`config.mk`:
```
export PLATFORM = sky130hd
export DESIGN_NAME = scr84_frame_ctrl
export DESIGN_NICKNAME = d
export VERILOG_FILES = /design/src/rtl/scr84_frame_ctrl.sv
export SDC_FILE = /design/constraint.sdc
export NUM_CORES = 1
export LEC_CHECK = 0
export ABC_CLOCK_PERIOD_IN_PS = 2100
export CORE_ASPECT_RATIO = 1.1
export CORE_MARGIN = 2
export CORE_UTILIZATION = 53
export DETAILED_ROUTE_END_ITERATION = 16
export GPL_TIMING_DRIVEN = 0
export PLACE_DENSITY = 0.81
export SYNTH_ARGS = -nofsm -noshare
export SYNTH_HDL_FRONTEND = slang
export SYNTH_SLANG_ARGS = --single-unit
```
`constraint.sdc`:
```
create_clock -name clk -period 2.1 [get_ports clk]
set_input_delay 0.42 -clock clk [delete_from_list [all_inputs] [get_ports clk]]
set_output_delay 0.42 -clock clk [all_outputs]
set_load 0.02 [all_outputs]
```
`src/rtl/scr84_frame_ctrl.sv`:
```
// scr84_frame_ctrl
// ----------------
// Framing stage around the 84-bit, 14-bit-per-cycle scrambler. It owns the
// scrambler state, scrambles one 14-bit word per accepted input beat, and
// can append a 6-beat residue trailer to each frame. The trailer is the final
// 84-bit state, sent most-significant slice first. Sits directly upstream of
// the serializer/TX framer.
//
// Ports
//   clk         rising-edge clock
//   rst         asynchronous, active-low reset
//   seed_load   load `seed` into the state (IDLE with no output pending only)
//   seed[83:0]  runtime seed value
//   in_valid    input word valid
//   in_ready    input word accepted when in_valid & in_ready
//   in_data     input word, bit i is scrambled at step i
//   in_last     final data word of the frame
//   out_valid   output word valid
//   out_ready   downstream ready
//   out_data    scrambled word or residue word
//   out_last    final beat of the frame
//   out_is_res  beat is a residue trailer word
//   busy        FSM is in DATA or RESIDUE
//   state_dbg   current FSM state (0 IDLE, 1 DATA, 2 RESIDUE)
//
// Handshake: a beat transfers on a rising edge where valid & ready are both
// high. A producer holds valid and its payload stable until that edge; ready
// may change freely and never depends on the same-side valid.
//
// Parameters
//   SEED         state loaded at reset and on auto-reseed
//   RESIDUE_EN   1 = append the 6-beat residue trailer after the last word
//   AUTO_RESEED  1 = reload SEED after each frame, 0 = state carries over
module scr84_frame_ctrl #(
    parameter logic [83:0] SEED        = 84'h1,
    parameter bit          RESIDUE_EN  = 1'b1,
    parameter bit          AUTO_RESEED = 1'b1
) (
    input  logic        clk,
    input  logic        rst,
    input  logic        seed_load,
    input  logic [83:0] seed,
    input  logic        in_valid,
    output logic        in_ready,
    input  logic [13:0] in_data,
    input  logic        in_last,
    output logic        out_valid,
    input  logic        out_ready,
    output logic [13:0] out_data,
    output logic        out_last,
    output logic        out_is_res,
    output logic        busy,
    output logic [1:0]  state_dbg
);

    typedef enum logic [1:0] {
        S_IDLE = 2'd0,
        S_DATA = 2'd1,
        S_RES  = 2'd2
    } fsm_t;

    fsm_t        fsm_q, fsm_d;
    logic [83:0] scr_q, scr_d;
    logic [2:0]  beat_q, beat_d;
    logic        ov_q, ov_d;
    logic [13:0] od_q, od_d;
    logic        ol_q, ol_d;
    logic        ores_q, ores_d;

    logic [83:0] step_state;
    logic [13:0] step_out;
    logic [13:0] res_word;
    logic        load_en;
    logic        seed_take;
    logic        accept;

    // Full 14-step word update, unrolled combinationally. Feedback taps sit
    // at bits 45, 51 and 59; the scrambled bit equals the new bit 0.
    always_comb begin : word_step
        logic [83:0] s;
        logic        m;
        s        = scr_q;
        m        = 1'b0;
        step_out = '0;
        for (int i = 0; i < 14; i++) begin
            m           = s[83];
            step_out[i] = m ^ in_data[i];
            s           = {s[82:0], m ^ in_data[i]};
            s[45]       = s[45] ^ m;
            s[51]       = s[51] ^ m;
            s[59]       = s[59] ^ m;
        end
        step_state = s;
    end

    // Residue beat b carries state[83-14b : 70-14b].
    always_comb begin
        res_word = '0;
        case (beat_q)
            3'd0:    res_word = scr_q[83:70];
            3'd1:    res_word = scr_q[69:56];
            3'd2:    res_word = scr_q[55:42];
            3'd3:    res_word = scr_q[41:28];
            3'd4:    res_word = scr_q[27:14];
            3'd5:    res_word = scr_q[13:0];
            default: res_word = '0;
        endcase
    end

    // Output register may reload when empty or being popped this cycle.
    assign load_en   = !ov_q || out_ready;
    // rst gates in_ready so it reads low for the whole reset pulse.
    assign in_ready  = rst && (fsm_q == S_IDLE || fsm_q == S_DATA) && load_en;
    // A honoured seed load takes priority; no word is taken in that cycle.
    assign seed_take = (fsm_q == S_IDLE) && seed_load && !ov_q;
    assign accept    = in_valid && in_ready && !seed_take;

    always_comb begin
        fsm_d  = fsm_q;
        scr_d  = scr_q;
        beat_d = beat_q;
        ov_d   = ov_q;
        od_d   = od_q;
        ol_d   = ol_q;
        ores_d = ores_q;

        // Popped with nothing new behind it: register goes empty.
        if (load_en) begin
            ov_d = 1'b0;
        end

        case (fsm_q)
            S_IDLE, S_DATA: begin
                if (seed_take) begin
                    scr_d = seed;
                end else if (accept) begin
                    scr_d  = step_state;
                    ov_d   = 1'b1;
                    od_d   = step_out;
                    ores_d = 1'b0;
                    ol_d   = in_last && !RESIDUE_EN;
                    if (!in_last) begin
                        fsm_d = S_DATA;
                    end else if (RESIDUE_EN) begin
                        fsm_d  = S_RES;
                        beat_d = 3'd0;
                    end else begin
                        fsm_d = S_IDLE;
                        if (AUTO_RESEED) begin
                            scr_d = SEED;
                        end
                    end
                end
            end
            S_RES: begin
                if (load_en) begin
                    ov_d   = 1'b1;
                    od_d   = res_word;
                    ores_d = 1'b1;
                    ol_d   = (beat_q == 3'd5);
                    beat_d = beat_q + 3'd1;
                    if (beat_q == 3'd5) begin
                        fsm_d  = S_IDLE;
                        beat_d = 3'd0;
                        if (AUTO_RESEED) begin
                            scr_d = SEED;
                        end
                    end
                end
            end
            default: begin
                fsm_d = S_IDLE;
            end
        endcase
    end

    always_ff @(posedge clk or negedge rst) begin
        if (!rst) begin
            fsm_q  <= S_IDLE;
            scr_q  <= SEED;
            beat_q <= '0;
            ov_q   <= 1'b0;
            od_q   <= '0;
            ol_q   <= 1'b0;
            ores_q <= 1'b0;
        end else begin
            fsm_q  <= fsm_d;
            scr_q  <= scr_d;
            beat_q <= beat_d;
            ov_q   <= ov_d;
            od_q   <= od_d;
            ol_q   <= ol_d;
            ores_q <= ores_d;
        end
    end

    assign out_valid  = ov_q;
    assign out_data   = od_q;
    assign out_last   = ol_q;
    assign out_is_res = ores_q;
    assign busy       = (fsm_q != S_IDLE);
    assign state_dbg  = fsm_q;

endmodule

```
* Word-level counts from Yosys, hierarchy flattened
Index checks and enable logic that the tools add are counted.
** Word-level totals
- Register bits after elaboration :: 106
- Bits of input ports :: 104
- Output and inout port bits :: 21
- Word-level logic and storage cells :: 129
** Operators by class
- Add/sub/neg operators :: 1
- Equality and inequality tests :: 13
- Muxes and demuxes :: 33
- Bitwise operators :: 56
- Reduce and logical (&&, ||, !) cells :: 19
** Operator list (count)
- two-way mux 84 bit :: 4
- case mux 84 bit (2 select lines) :: 1
- case mux 14 bit (6 select lines) :: 1
- bitwise XOR 1 bit :: 56
- two-way mux 14 bit :: 3
- case mux 14 bit (2 select lines) :: 1
- two-way mux 3 bit :: 5
- AND reduction 4 bit :: 3
- two-way mux 2 bit :: 5
- != test 2 bit, second input constant :: 5
- two-way mux 1 bit :: 8
- == test 3 x 2 -> 1 bit, second input constant :: 2
- == test 3 bit, second input constant :: 2
- logical AND 1 bit :: 6
- case mux 1 bit (2 select lines) :: 3
- case mux 3 bit (2 select lines) :: 1
- AND reduction 5 bit :: 1
- case mux 2 bit (2 select lines) :: 1
- nonzero test 2 bit :: 2
- adder 3 x 1 -> 3 bit, second input constant :: 1
- == test 3 x 1 -> 1 bit, second input constant :: 1
- zero test 3 bit :: 1
- != test 3 bit, second input constant :: 1
- == test 2 x 1 -> 1 bit, second input constant :: 1
- 5 further kinds :: 7

* Depth between registers and ports, before layout
Gate-level depths: netlist of the first run.
- Word-level depth :: 9
- Mapped depth :: 9
- Mapped depth without buffers :: 6

* Worst setup path before layout of the first run
OpenSTA, ideal clock, no wires.
- Path kind :: reg2reg
- Start point :: register ov_q, in the netlist out_valid
- End point :: register scr_q[10]
- Setup time :: 125 ps
- Arrival :: 1924 ps
- Data required time :: 1975 ps
- Slack :: 51 ps
- Cell stages (with the launch flop) :: 8
- Buffers on the path :: 3
- Period minus slack after synthesis :: 2049 ps
- Cell sequence :: dfrtp_1 nand2b_2 and4b_1 clkbuf_1 a311o_1 buf_6 buf_6 mux2_4
** On the way
- Word-level cells in the longest chain between the ends :: 7
- Elaborated cells on any way between the ends :: 12
- Classes of those cells :: eq/ne: 2; mux: 2; reduce/logical: 8
** RTL lines
- start: declaration :: RTL line 65 : logic ov_q, ov_d;
- start signal: assignment :: RTL line 190 : ov_q <= ov_d;
- zero test 1 bit * :: RTL line 111, 115
- logical OR 1 bit :: RTL line 111 : assign load_en = !ov_q || out_ready;
- logical AND 1 bit :: RTL line 113 : assign in_ready = rst && (fsm_q == S_IDLE || fsm_q == S_DATA) && load_en;
- logical AND 1 bit (2 in a row) :: RTL line 116 : assign accept = in_valid && in_ready && !seed_take;
- != test 3 bit (no line)
- AND reduction 4 bit (no line)
- end signal: assignment :: RTL line 188 : scr_q <= scr_d;
- end: declaration :: RTL line 63 : logic [83:0] scr_q, scr_d;
Every way passes the cells marked *; elsewhere a longest branch is shown, timed or not.
A chain may end at the register's enable or synchronous reset.

* Worst setup path in the final report of the first run
- Start point :: input seed_load
- End point :: register scr_q[46]
** On the way
- Word-level cells in the longest chain between the ends :: 6
- Elaborated cells on any way between the ends :: 8
- Classes of those cells :: eq/ne: 1; mux: 2; reduce/logical: 5
** RTL lines
- start: declaration :: RTL line 41 : input logic seed_load,
- logical AND 1 bit * (2 in a row) :: RTL line 115 : assign seed_take = (fsm_q == S_IDLE) && seed_load && !ov_q;
- zero test 1 bit :: RTL line 116
- logical AND 1 bit :: RTL line 116
- != test 3 bit (no line)
- AND reduction 4 bit (no line)
Marks and branches as above.

==> flow_summary.json, run 1 <==
{
  "outcome": "finished, violations left",
  "violations": "negative hold slack, negative setup slack",
  "synth_ff_type": "dfrtp_1",
  "die-width_um": 110,
  "place_area_um2": 7980,
  "postSynthCellCount": 663,
  "cp-end-kind": "flip-flop",
  "grt_pass1_vias": 5836,
  "yosysTopAreaCellShare_pct": 40.2,
  "grt_antenna_before_repair": 0,
  "dp_slack_ps": -713,
  "grt_pass1_wl_mm": 34.7,
  "ys_async_sr_fraction_pct": 100,
  "seq_area_um2": 2660,
  "clkTransAtPathRegs_ps": 70,
  "hold_class": "input port to asynchronous set/reset pin",
  "yosysTopAreaCell": "dfrtp_1",
  "wire_per_inst_um": 24.2,
  "mappedNetlistArea_um2": 6530,
  "reg2reg_slack_ps": 0,
  "globalplace.congestion": 0.938,
  "path_class": "input port to flip-flop",
  "nNetsFinal": 910,
  "hold_ws_ps": -41.1,
  "cts_root_buffer": "clkbuf_16",
  "slew_headroom_pct": 52.6,
  "multi_input_area_um2": 3560,
  "ys_seq_area_share_pct": 40.6,
  "start_util_pct": 54.3,
  "core_area_um2": 12000,
  "worst_ep_required_time_ps": 2400,
  "clock-sinks": 106,
  "synth_cell_types": 43,
  "dieHeight_um": 120,
  "grt_start_max_net_pins": 68,
  "cts_tree": "done",
  "yosys-top-cells-area": "dfrtp_1 (40%), mux2_4 (10%), nand2_1 (7.1%), xnor2_1 (5.5%), mux2_2 (5.3%)",
  "clock_path_buffers": 2,
  "grt_use_total_pct": 35.9,
  "area.growth.synth_to_final_pct": 30.0,
  "start_kind": "input port",
  "critPathLaunch": "seed_load",
  "num_vias": 5938,
  "tightest_slew_ps": 711,
  "routed_wl_mm": 23.3,
  "via_per_inst": 6.16,
  "postSynthRegisterBits": 106,
  "rr_endpoint": "scr_q[46]$_DFFE_PN0P_",
  "rsz0062_at_grt": "true",
  "hold_viol_final": 64,
  "cellPowerDensity_nw_per_um2": 1740,
  "antennaDiodeCount": 0,
  "setup_viol": 2,
  "fmax_mhz": 474,
  "cap_violations": 0,
  "drive_above_1_share_pct": 20.4,
  "timing.final.ws_setup_ps": -9.76,
  "row_count": 42,
  "period_share_pct": 100,
  "syn_avg_cell_area_um2": 9.85,
  "r2r-start": "state_dbg[0]$_DFFE_PN0P_",
  "firstDrtPassIters": 6,
  "cts_made_buffers": 9,
  "drtAntennaViolNets": 0,
  "die_area_um2": 13200,
  "fin_crit_ps": 2110,
  "leakagePower_nw": 3.59,
  "htree_levels": 3,
  "reg2reg_depth": 6,
  "arrival_ps": 2410,
  "yosys_warnings": 0,
  "synth_edf_count": 0,
  "place.port_buffers": 124,
  "dp_hpwl_mm": 17.3,
  "path_max_fanout": 10,
  "maxSlewViolCount": 0,
  "drt_iter0_markers": 786,
  "ios": 125,
  "dp.cells": 942,
  "synth.net_count": 768,
  "finalNonFillerCells": 964,
  "fin_util_pct": 70.6,
  "fill_cells": 922,
  "overflow": 0,
  "clock_latency_ps": 360,
  "stdcell_area_um2": 8490,
  "hold_buffers": 0,
  "irDropWorstVdd_uv": 975,
  "drc": 0,
  "fin_worst_skew_ps": 7.94
}
==> layer usage <==
layer / GRT usage (%) / vias up / wire length, um
met5: 0 / - / 0
met4: 14.4 / 0 / 767
met3: 6.31 / 55 / 2300
met2: 54.6 / 366 / 10800
met1: 50.5 / 2897 / 9490
li1: - / 2620 / -
==> final cells by class <==
class	count	share of cell area, %
Multi-Input combinational cell	475	42.0
Sequential cell	106	31.3
Timing Repair Buffer	137	16.0
Buffer	59	4.33
Clock buffer	11	2.74
Tap cell	154	2.27
Inverter	17	0.752
Clock inverter	5	0.648
==> kinds of logic after synthesis <==
logic type	Yosys count	share of synthesized area [%]
xor+xnor	56	7.51
simple gates	195	12.9
mux	88	18.8
fa+ha+maj	1	0.192
compound gates	135	14.4
flops	106	40.6
buf+inv	82	5.61
==> cell usage in the layout, fill, tap and decap left out, types with 17 or more instances in the layout <==
master,count
a21oi_1,45
mux2_2,31
nor2_1,35
xnor2_1,41
clkdlybuf4s50_1,121
dfrtp_1,103
a211oi_1,23
buf_4,17
mux2_4,44
nand2_1,124
==> metrics by stage <==
step	total power, mW	setup TNS (ps)
2_1_floorplan	9.80	0
3_3_place_gp	12.3	-842190
3_5_place_dp	12.5	-68090
4_1_cts	14.5	0
5_1_grt	15.5	-190
6_report	14.8	-11.8
==> power breakdown <==
group	leakage [nW]	total [mW]	switching, mW	internal, mW
Combinational	2.15	8.91	4.53	4.38
Clock	0.136	1.70	0.779	0.922
Sequential	1.30	4.17	1.09	3.08
==> sequential cells by signal (all words and copies together), names as in the netlist <==
name,flops
out_valid,1
state_dbg,2
beat_q,3
out_is_res,1
out_last,1
scr_q,84
out_data,14
==> worst max-delay path, stage by stage <==
cell and delay [ps]:
clkdlybuf4s50_1 490, or4b_1 450, buf_4 200, buf_4 190, clkbuf_4 220, a211oi_1 250, mux2_4 180
==> cell usage after synthesis, types with 2 or more instances <==
cell type	instances
buf_2	11
xnor2_1	41
nor2b_1	5
nand3_1	2
and3b_1	2
a222oi_1	11
inv_1	16
mux4_2	7
a221oi_1	2
mux2i_1	6
a211oi_1	26
buf_1	5
o21ai_0	8
o211ai_1	16
o221ai_1	16
nand2_1	124
buf_6	6
nor3_1	3
dfrtp_1	105
or3_1	14
nor2_1	35
mux2_4	44
xor2_1	15
nand2b_1	2
clkbuf_1	43
a21oi_1	45
a22oi_1	4
mux2_2	31
o21a_1	4
==> worst max-delay path by stage <==
stage	to	slack [ps]	depth (start not counted)
2_1_floorplan	scr_q[10]$_DFFE_PN0P_	50	7
3_3_place_gp	out_data[13]$_DFFE_PN0P_	-4410	6
3_5_place_dp	scr_q[39]$_DFFE_PN0P_	-710	7
4_1_cts	scr_q[29]$_DFFE_PN0P_	1	7
5_1_grt	scr_q[47]$_DFFE_PN0P_	-50	7
6_report	scr_q[46]$_DFFE_PN0P_	-10	7
==> timing repair <==
| item | in CTS | in global routing |
|---|---|---|
| pin swaps | 7 | 4 |
| gates resized for setup | 45 | 27 |
| setup buffers | 6 | 6 |
| endpoints found under the setup margin | 108 | 87 |
| hold endpoints to repair | 0 | 53 |
(Power assumes the default switching activity.)
==> run 2, diff against run 1 <==
--- a/config.mk
+++ b/config.mk
@@ -12,6 +12,7 @@
 export DETAILED_ROUTE_END_ITERATION = 16
 export GPL_TIMING_DRIVEN = 0
 export PLACE_DENSITY = 0.81
+export SLEW_MARGIN = 25
 export SYNTH_ARGS = -nofsm -noshare
 export SYNTH_HDL_FRONTEND = slang
 export SYNTH_SLANG_ARGS = --single-unit
==> run 2 against run 1 <==
  * The run still ends with negative hold slack, negative setup slack left
  * Sequential share of layout area shrank 0.22 points
  * First-iteration DRC count increased by 21%
  * Via count decreased by 0.30%
  * Largest power group unchanged
  * Register-to-register slack about the same
  * Setup slack improved by 2.2 ps
  * Utilization up 0.50 points
  * Final area grew 0.71%
  * Fmax is 0.10% higher
  * Die area stayed put
  * Clock power is essentially flat
  * Critical path depth did not move
==> flow_summary.json, run 2 (synthesized netlist as in run 1, its figures left out) <==
{
  "outcome": "finished, violations left",
  "violations": "negative hold slack, negative setup slack",
  "period_share_pct": 100,
  "crit_end": "scr_q[39]$_DFFE_PN0P_",
  "reg2reg_depth": 7,
  "routed_wl_mm": 23.3,
  "cp-end-kind": "flip-flop",
  "via_per_inst": 6.11,
  "fin_crit_ps": 2110,
  "largest_reg_flops": 84,
  "dp.cells": 942,
  "cts_root_buffer": "clkbuf_16",
  "grt_start_max_net_pins": 68,
  "reg2reg_slack_ps": -8,
  "grt_use_total_pct": 36.1,
  "htree_levels": 3,
  "largest-register": "scr_q",
  "worstPathCellList": "clkbuf_4 > nor2b_1 > clkbuf_4 > a311o_1 > buf_6 > buf_8 > mux2_4",
  "drc": 0,
  "ios": 125,
  "area.growth.synth_to_final_pct": 30.9,
  "start_kind": "flip-flop",
  "slew_headroom_pct": 44.3,
  "grt_antenna_before_repair": 0,
  "row_count": 42,
  "cts_made_buffers": 9,
  "num_vias": 5920,
  "hold_class": "input port to asynchronous set/reset pin",
  "path_class": "flip-flop to flip-flop",
  "irDropWorstVdd_uv": 963,
  "tns_ps": -7.59,
  "dp_hpwl_mm": 17.3,
  "rsz0062_at_grt": "true",
  "arrival_ps": 2350,
  "wire_per_inst_um": 24.0,
  "place_area_um2": 7990,
  "drtAntennaViolNets": 0,
  "cellPowerDensity_nw_per_um2": 1740,
  "grt_pass1_wl_mm": 34.8,
  "clock_path_buffers": 2,
  "setup_viol": 1,
  "hold_viol_final": 64,
  "clock-sinks": 106,
  "die_area_um2": 13200,
  "clkTransAtPathRegs_ps": 70,
  "globalplace.congestion": 0.938,
  "grt_pass1_vias": 5822,
  "overflow": 0,
  "firstDrtPassIters": 7,
  "path_depth": 7,
  "stdcell_area_um2": 8550,
  "leakagePower_nw": 3.62,
  "final_common_cell": "nand2_1",
  "place.port_buffers": 124,
  "maxSlewViolCount": 0,
  "start_util_pct": 54.3,
  "path_common_cell": "clkbuf_4",
  "fmax_mhz": 474,
  "drt_iter0_markers": 953,
  "cpMaxStageDelayCell": "dfrtp_1",
  "core_area_um2": 12000,
  "final_cell_mix": "nand2_1 (124), clkdlybuf4s50_1 (121), dfrtp_1 (103)",
  "dieHeight_um": 120,
  "worst-path-buf-inv": 4,
  "worst_ep_required_time_ps": 2340,
  "cap_violations": 0,
  "fin_worst_skew_ps": 6.76,
  "timing.final.ws_setup_ps": -7.59,
  "nNetsFinal": 915,
  "cts_tree": "done",
  "path_max_fanout": 10,
  "hold_ws_ps": -48.2,
  "rr_endpoint": "scr_q[39]$_DFFE_PN0P_",
  "tightest_slew_ps": 830,
  "die-width_um": 110,
  "drive_above_1_share_pct": 21.0,
  "cpPeakStageDelay_ps": 390,
  "critPathLaunch": "state_dbg[1]$_DFFE_PN0P_",
  "antennaDiodeCount": 0,
  "r2r-start": "state_dbg[1]$_DFFE_PN0P_",
  "clock_latency_ps": 360,
  "finalNonFillerCells": 969,
  "critical-path-top-delay-family": "buffers and inverters"
}
run 2: cell types whose count changed in the layout (fill, tap and decap cells not counted), sizes merged:
cell	delta
buf	+2
clkbuf	+3
run 2: worst reg2reg max path: stages, from the launching register on:
cell,delay [ps]
dfrtp_1,390
clkbuf_4,230
nor2b_1,180
clkbuf_4,210
a311o_1,240
buf_6,210
buf_8,220
mux2_4,330
run 2: what timing repair did:
| action | in CTS | in global routing |
|---|---|---|
| gates resized for setup | 51 | 27 |
| setup endpoints to repair | 106 | 82 |
| buffers inserted | 6 | 8 |
| pin swaps | 7 | 3 |
| endpoints found under the hold margin | 64 | 64 |
| gates cloned | 1 | 0 |
run 2: layout make-up:
class / count / area [um^2]
inverter: 17 / 63.8
clock inverter: 5 / 55.1
sequential: 106 / 2660
fill: 952 / 3480
clock buffer: 11 / 233
timing repair buffer: 140 / 1390
buffer: 61 / 392
multi-input combinational: 475 / 3570
tap: 154 / 193
run 2: power breakdown:
| part | total, mW | switching (mW) | internal (mW) |
|---|---|---|---|
| Sequential | 4.18 | 1.10 | 3.08 |
| Clock | 1.70 | 0.773 | 0.922 |
| Combinational | 9.04 | 4.56 | 4.48 |
| Total | 14.9 | 6.43 | 8.48 |
run 2: per-stage QoR:
step / hold slack (ps) / setup slack (ps) / util, % / power (mW)
2_1_floorplan: 124 / 51.1 / - / 9.80
3_3_place_gp: 461 / -4410 / 66.2 / 12.3
3_5_place_dp: 465 / -713 / 66.4 / 12.5
4_1_cts: -28.1 / 1.26 / 70.0 / 14.5
5_1_grt: -28.8 / -74.2 / 71.1 / 15.7
6_report: -48.2 / -7.59 / 71.1 / 14.9
run 2: worst min path at each step:
stage | start | end | slack (ps) | depth (start not counted)
6_report | rst | state_dbg[1]$_DFFE_PN0P_ | -50 | 1
5_1_grt | rst | out_valid$_DFF_PN0_ | -30 | 1
4_1_cts | rst | state_dbg[1]$_DFFE_PN0P_ | -30 | 1
3_5_place_dp | rst | scr_q[58]$_DFFE_PN0P_ | 470 | 1
3_3_place_gp | out_is_res$_DFFE_PN0P_ | out_is_res$_DFFE_PN0P_ | 460 | 2
2_1_floorplan | rst | beat_q[0]$_DFFE_PN0P_ | 120 | 0
run 2: layer usage:
layer	GRT usage (%)	wire length (um)
met4	12.4	685
met1	50.7	9450
met3	6.90	2380
met5	0	0
met2	55.5	10800
